File: config.mk
export PLATFORM = sky130hd
export DESIGN_NAME = intersection_controller
export DESIGN_NICKNAME = d
export VERILOG_FILES = /design/src/rtl/intersection_pkg.sv /design/src/rtl/intersection_controller_phase_timer.sv /design/src/rtl/intersection_controller.sv
export SDC_FILE = /design/constraint.sdc
export NUM_CORES = 1
export LEC_CHECK = 0
export CAP_MARGIN = 40
export CORE_MARGIN = 5
export CORE_UTILIZATION = 59
export DETAILED_ROUTE_END_ITERATION = 10
export GPL_ROUTABILITY_DRIVEN = 1
export PLACE_DENSITY = 0.83
export SKIP_LAST_GASP = 1
export SLEW_MARGIN = 5
export SYNTH_ARGS = -nofsm -noshare
export SYNTH_HDL_FRONTEND = slang
export SYNTH_SLANG_ARGS = --single-unit
File: constraint.sdc
create_clock -name clk -period 5.7 [get_ports clk]
set_input_delay 1.14 -clock clk [delete_from_list [all_inputs] [get_ports clk]]
set_output_delay 1.14 -clock clk [all_outputs]
set_load 0.02 [all_outputs]
File: src/rtl/intersection_pkg.sv
// Shared light codes and phase encodings for the intersection controller.
package intersection_pkg;

  localparam logic [2:0] RED    = 3'b001;
  localparam logic [2:0] YELLOW = 3'b010;
  localparam logic [2:0] GREEN  = 3'b100;

  localparam logic [2:0] PH_MAIN_GRN = 3'd0;
  localparam logic [2:0] PH_MAIN_YEL = 3'd1;
  localparam logic [2:0] PH_RED_A    = 3'd2;
  localparam logic [2:0] PH_SIDE_GRN = 3'd3;
  localparam logic [2:0] PH_SIDE_YEL = 3'd4;
  localparam logic [2:0] PH_RED_B    = 3'd5;

  typedef enum logic [2:0] {
    ST_MAIN_GRN = PH_MAIN_GRN,
    ST_MAIN_YEL = PH_MAIN_YEL,
    ST_RED_A    = PH_RED_A,
    ST_SIDE_GRN = PH_SIDE_GRN,
    ST_SIDE_YEL = PH_SIDE_YEL,
    ST_RED_B    = PH_RED_B
  } phase_e;

endpackage

File: src/rtl/intersection_controller_phase_timer.sv
// Saturating phase timer; clr restarts the count and wins over counting.
module phase_timer #(
  parameter int TW = 8
) (
  input  logic          clk,
  input  logic          rst,
  input  logic          clr,
  output logic [TW-1:0] cnt
);

  always_ff @(posedge clk) begin
    if (rst || clr)
      cnt <= '0;
    else if (cnt != {TW{1'b1}})
      cnt <= cnt + TW'(1);
  end

endmodule

File: src/rtl/intersection_controller.sv
// Two-head intersection sequencer with latched side request.
// Optional pedestrian walk support is enabled with `define PED_WALK_EN.
module intersection_controller
  import intersection_pkg::*;
#(
  parameter int MAIN_MIN = 8,
  parameter int SIDE_GRN = 6,
  parameter int YEL      = 3,
  parameter int ALL_RED  = 1,
  parameter int TW       = 8
) (
  input  logic       clk,
  input  logic       rst,
  input  logic       side_req,
`ifdef PED_WALK_EN
  input  logic       ped_req,
  output logic       walk,
`endif
  output logic [2:0] main_light,
  output logic [2:0] side_light,
  output logic [2:0] phase,
  output logic       side_served
);

  localparam logic [TW-1:0] MAIN_LAST = TW'(MAIN_MIN - 1);
  localparam logic [TW-1:0] SIDE_LAST = TW'(SIDE_GRN - 1);
  localparam logic [TW-1:0] YEL_LAST  = TW'(YEL - 1);
  localparam logic [TW-1:0] RED_LAST  = TW'(ALL_RED - 1);

  phase_e        state, nxt;
  logic [TW-1:0] timer;
  logic          req_q;
  logic          eff_req;
  logic          entering_side;
  logic          clr;

  function automatic logic [5:0] light_pair(input phase_e s);
    case (s)
      ST_MAIN_GRN: light_pair = {GREEN,  RED};
      ST_MAIN_YEL: light_pair = {YELLOW, RED};
      ST_SIDE_GRN: light_pair = {RED,    GREEN};
      ST_SIDE_YEL: light_pair = {RED,    YELLOW};
      default:     light_pair = {RED,    RED};
    endcase
  endfunction

`ifdef PED_WALK_EN
  logic ped_q;
  assign eff_req = req_q | side_req | ped_q | ped_req;
`else
  assign eff_req = req_q | side_req;
`endif

  phase_timer #(.TW(TW)) u_timer (
    .clk (clk),
    .rst (rst),
    .clr (clr),
    .cnt (timer)
  );

  always_comb begin
    nxt = state;
    case (state)
      ST_MAIN_GRN: if (timer >= MAIN_LAST && eff_req) nxt = ST_MAIN_YEL;
      ST_MAIN_YEL: if (timer == YEL_LAST)  nxt = ST_RED_A;
      ST_RED_A:    if (timer == RED_LAST)  nxt = ST_SIDE_GRN;
      ST_SIDE_GRN: if (timer == SIDE_LAST) nxt = ST_SIDE_YEL;
      ST_SIDE_YEL: if (timer == YEL_LAST)  nxt = ST_RED_B;
      ST_RED_B:    if (timer == RED_LAST)  nxt = ST_MAIN_GRN;
      default:     nxt = ST_MAIN_GRN;
    endcase
    clr           = (nxt != state);
    entering_side = (nxt == ST_SIDE_GRN) && (state != ST_SIDE_GRN);
  end

  // Outputs are registered from next-state so lights and phase move together.
  always_ff @(posedge clk) begin
    if (rst) begin
      state       <= ST_MAIN_GRN;
      req_q       <= 1'b0;
      main_light  <= GREEN;
      side_light  <= RED;
      phase       <= PH_MAIN_GRN;
      side_served <= 1'b0;
    end else begin
      state                    <= nxt;
      {main_light, side_light} <= light_pair(nxt);
      phase                    <= nxt;
      side_served              <= entering_side;
      if (entering_side)
        req_q <= 1'b0;
      else if (side_req && state != ST_SIDE_GRN)
        req_q <= 1'b1;
    end
  end

`ifdef PED_WALK_EN
  always_ff @(posedge clk) begin
    if (rst) begin
      ped_q <= 1'b0;
      walk  <= 1'b0;
    end else begin
      if (entering_side)
        ped_q <= 1'b0;
      else if (ped_req && state != ST_SIDE_GRN)
        ped_q <= 1'b1;
      if (entering_side)
        walk <= ped_q;
      else if (nxt != ST_SIDE_GRN)
        walk <= 1'b0;
    end
  end
`endif

endmodule

==> reports/metrics.csv <==
stage,metric,value,unit
status,outcome,completed,
worst_setup_path,reg2reg_depth,4,
detailed_routing,first_iter_violations,47,
cells_and_area,final_common_cell,dfxtp_1,
sta,fin_crit_sh,49.3,%
power,ir_drop,0.000134,V
worst_setup_path,crit_chain,clkdlybuf4s50_1,
worst_setup_path,crit_fanout,14,
hold_path,holdPathStages,2,
cells_and_area,finalCoreUtilization,67.5,%
worst_setup_path,slowest_stage,clkdlybuf4s50_1,
placement,place.gp.congestion,0.936,
clocking,insertion_delay,0.29,ns
power,leakagePower,0.000482,uW
cells_and_area,n_antenna_cell,0,
worst_setup_path,r2r-end,main_light[1],
worst_setup_path,critPathKind,reg2out,
floorplanning,die-area,3010,um2
floorplanning,rows,16,
placement,io_buffers,12,
clocking,tritoncts,done,
floorplanning,start_util,61.2,%
detailed_routing,viasPerCell,6.45,
detailed_routing,ant_nets,0,
detailed_routing,drc,0,
synthesis,synth_nets,141,
synthesis,ys_seq_elements,19,
synthesis,synth_ff_type,dfxtp_1,
synthesis,async_flop_share,0,%
clocking,cts_setup_buffers,0,
global_routing,antenna_found_initial,0,
detailed_routing,vias,1090,
clocking,clk_pin_slew,0.11,ns
sta,fin_crit,2.81,ns
sta,worstMarginPinSlew,0.729,ns
floorplanning,chipHeight,54.9,um
sta,finalSetupTns,0,ns
detailed_routing,wl_per_cell,16.6,um
global_routing,grt_start_max_net_pins,15,
placement,dp_hpwl,2.02,mm
clocking,root_buffer,clkbuf_4,
clocking,htreeDepth,1,
floorplanning,ios,13,
global_routing,overflow,0,
cells_and_area,mostFrequentLayoutCells,"dfxtp_1, clkdlybuf4s50_1, inv_1",
worst_setup_path,r2r_slack,3.54,ns
worst_setup_path,crit_family,buffers and inverters,
sta,fmax,356,MHz
sta,finalHoldViolCount,0,
global_routing,grtUsageTotal,21.6,%
floorplanning,coreArea,1940,um2
cells_and_area,nets,150,
clocking,postCtsHoldBufs,0,
sta,finalClockSkew,0.00201,ns
synthesis,synthCells,134,
sta,maxSlewViolCount,0,
hold_path,holdPathEnd,req_q,
synthesis,syn_area,1190,um2
synthesis,yosysSeqAreaShare,32.0,%
clocking,clockBufferDepth,2,
global_routing,grt_pass1_vias,1096,
worst_setup_path,max_stage_delay,0.70,ns
synthesis,synth_cell_types,53,
sta,setup_viol,0,
worst_setup_path,end_kind,primary output,
global_routing,grt_pass1_wl,4.67,mm
synthesis,synth_edf_count,0,
sta,grt_setup_unrepaired,no,
cells_and_area,drive_above_1_share,8.45,%
worst_setup_path,cp.arrival,1.67,ns
floorplanning,die_x,54.9,um
clocking,cts_made_buffers,3,
synthesis,ys_warn_count,0,
worst_setup_path,reg2reg_from,state[1],
sta,max_slew_margin,51.4,%
hold_path,hp-start,req_q,
detailed_routing,drt_wl_total,2.80,mm
cells_and_area,syn_to_final_growth,10.3,%
worst_setup_path,worstPathRequired,4.56,ns
worst_setup_path,critPathBufInv,1,
power,powerDensity,189,nW/um2
synthesis,avgSynthCellArea,8.87,um2
detailed_routing,first_pass_iters,4,
job,cap_violations,0,
hold_path,min_path_type,reg2reg,
worst_setup_path,critPathLaunchType,register,
clocking,cts_resized,0,
clocking,cts_sinks,19,
==> routing by layer <==
| metal | up-vias | GRT usage, % | part of all wire [%] |
|---|---|---|---|
| met4 | 0 | 11.6 | 0.82 |
| li1 | 524 | - | - |
| met3 | 4 | 3.27 | 5.9 |
| met1 | 525 | 27.5 | 43 |
| met5 | - | 0 | 0 |
| met2 | 37 | 34.4 | 50 |
==> power breakdown <==
group | switching [uW] | leakage [uW] | internal, uW
registers | 5.16 | 0.000154 | 136
clock network | 42.1 | 0.0000150 | 27.2
logic | 19.7 | 0.000313 | 16.8
==> layout make-up <==
type                            count  area, um2
Sequential cell                    19        380
Clock buffer                        4       26.3
Multi-Input combinational cell     99        721
Inverter                            8       30.0
Fill cell                         184        631
Tap cell                           27       33.8
Timing Repair Buffer               12        120
==> how the worst max path moves through the flow <==
stage	startpoint	to	slack, ns	depth (start not counted)
floorplan	rst	u_timer.cnt[1]	3.54	5
global placement	rst	u_timer.cnt[1]	2.94	5
detailed placement	rst	u_timer.cnt[1]	2.85	5
CTS	state[2]	phase[2]	2.90	1
global route	state[2]	phase[2]	2.84	1
finish	state[2]	phase[2]	2.89	1
==> cells by family after synthesis <==
kind of cell | synth area share [%]
simple gates | 23.6
compound gates | 25.2
flops | 32.0
buf+inv | 7.37
mux | 4.74
xor+xnor | 2.95
fa+ha+maj | 4.21
==> Yosys cell counts, types with 3 or more instances <==
library cell / count / area share (%)
buf_4: 3 / 1.9
nor2_1: 4 / 1.3
o21ai_0: 7 / 2.9
nand2b_1: 3 / 1.6
nand3_1: 6 / 2.5
nor4b_1: 3 / 2.2
nor4_1: 4 / 2.1
a21oi_1: 7 / 2.9
inv_1: 8 / 2.5
ha_1: 4 / 4.2
nand2_1: 5 / 1.6
nor3_1: 4 / 1.7
a211oi_1: 4 / 2.5
mux2i_1: 3 / 2.5
and3_1: 3 / 1.6
dfxtp_1: 19 / 32
==> stage by stage <==
| step | worst slack [ns] | area (um2) | hold WS, ns | power, uW | std cells |
|---|---|---|---|---|---|
| after floorplan | 3.54 | 1190 | 0.425 | 171 | 134 |
| after global placement | 2.94 | 1280 | 0.453 | 179 | 165 |
| after detailed placement | 2.85 | 1280 | 0.456 | 180 | 165 |
| after CTS | 2.90 | 1310 | 0.471 | 247 | 169 |
| after global routing | 2.84 | 1310 | 0.519 | 258 | 169 |
| final | 2.89 | 1310 | 0.466 | 247 | 169 |
==> registers in the layout, summed over array words and instances, names as in the netlist <==
signal       cells
side_light       3
u_timer.cnt      8
main_light       3
side_served      1
state            3
req_q            1
No activity file was read; power rests on OpenSTA's default activity.
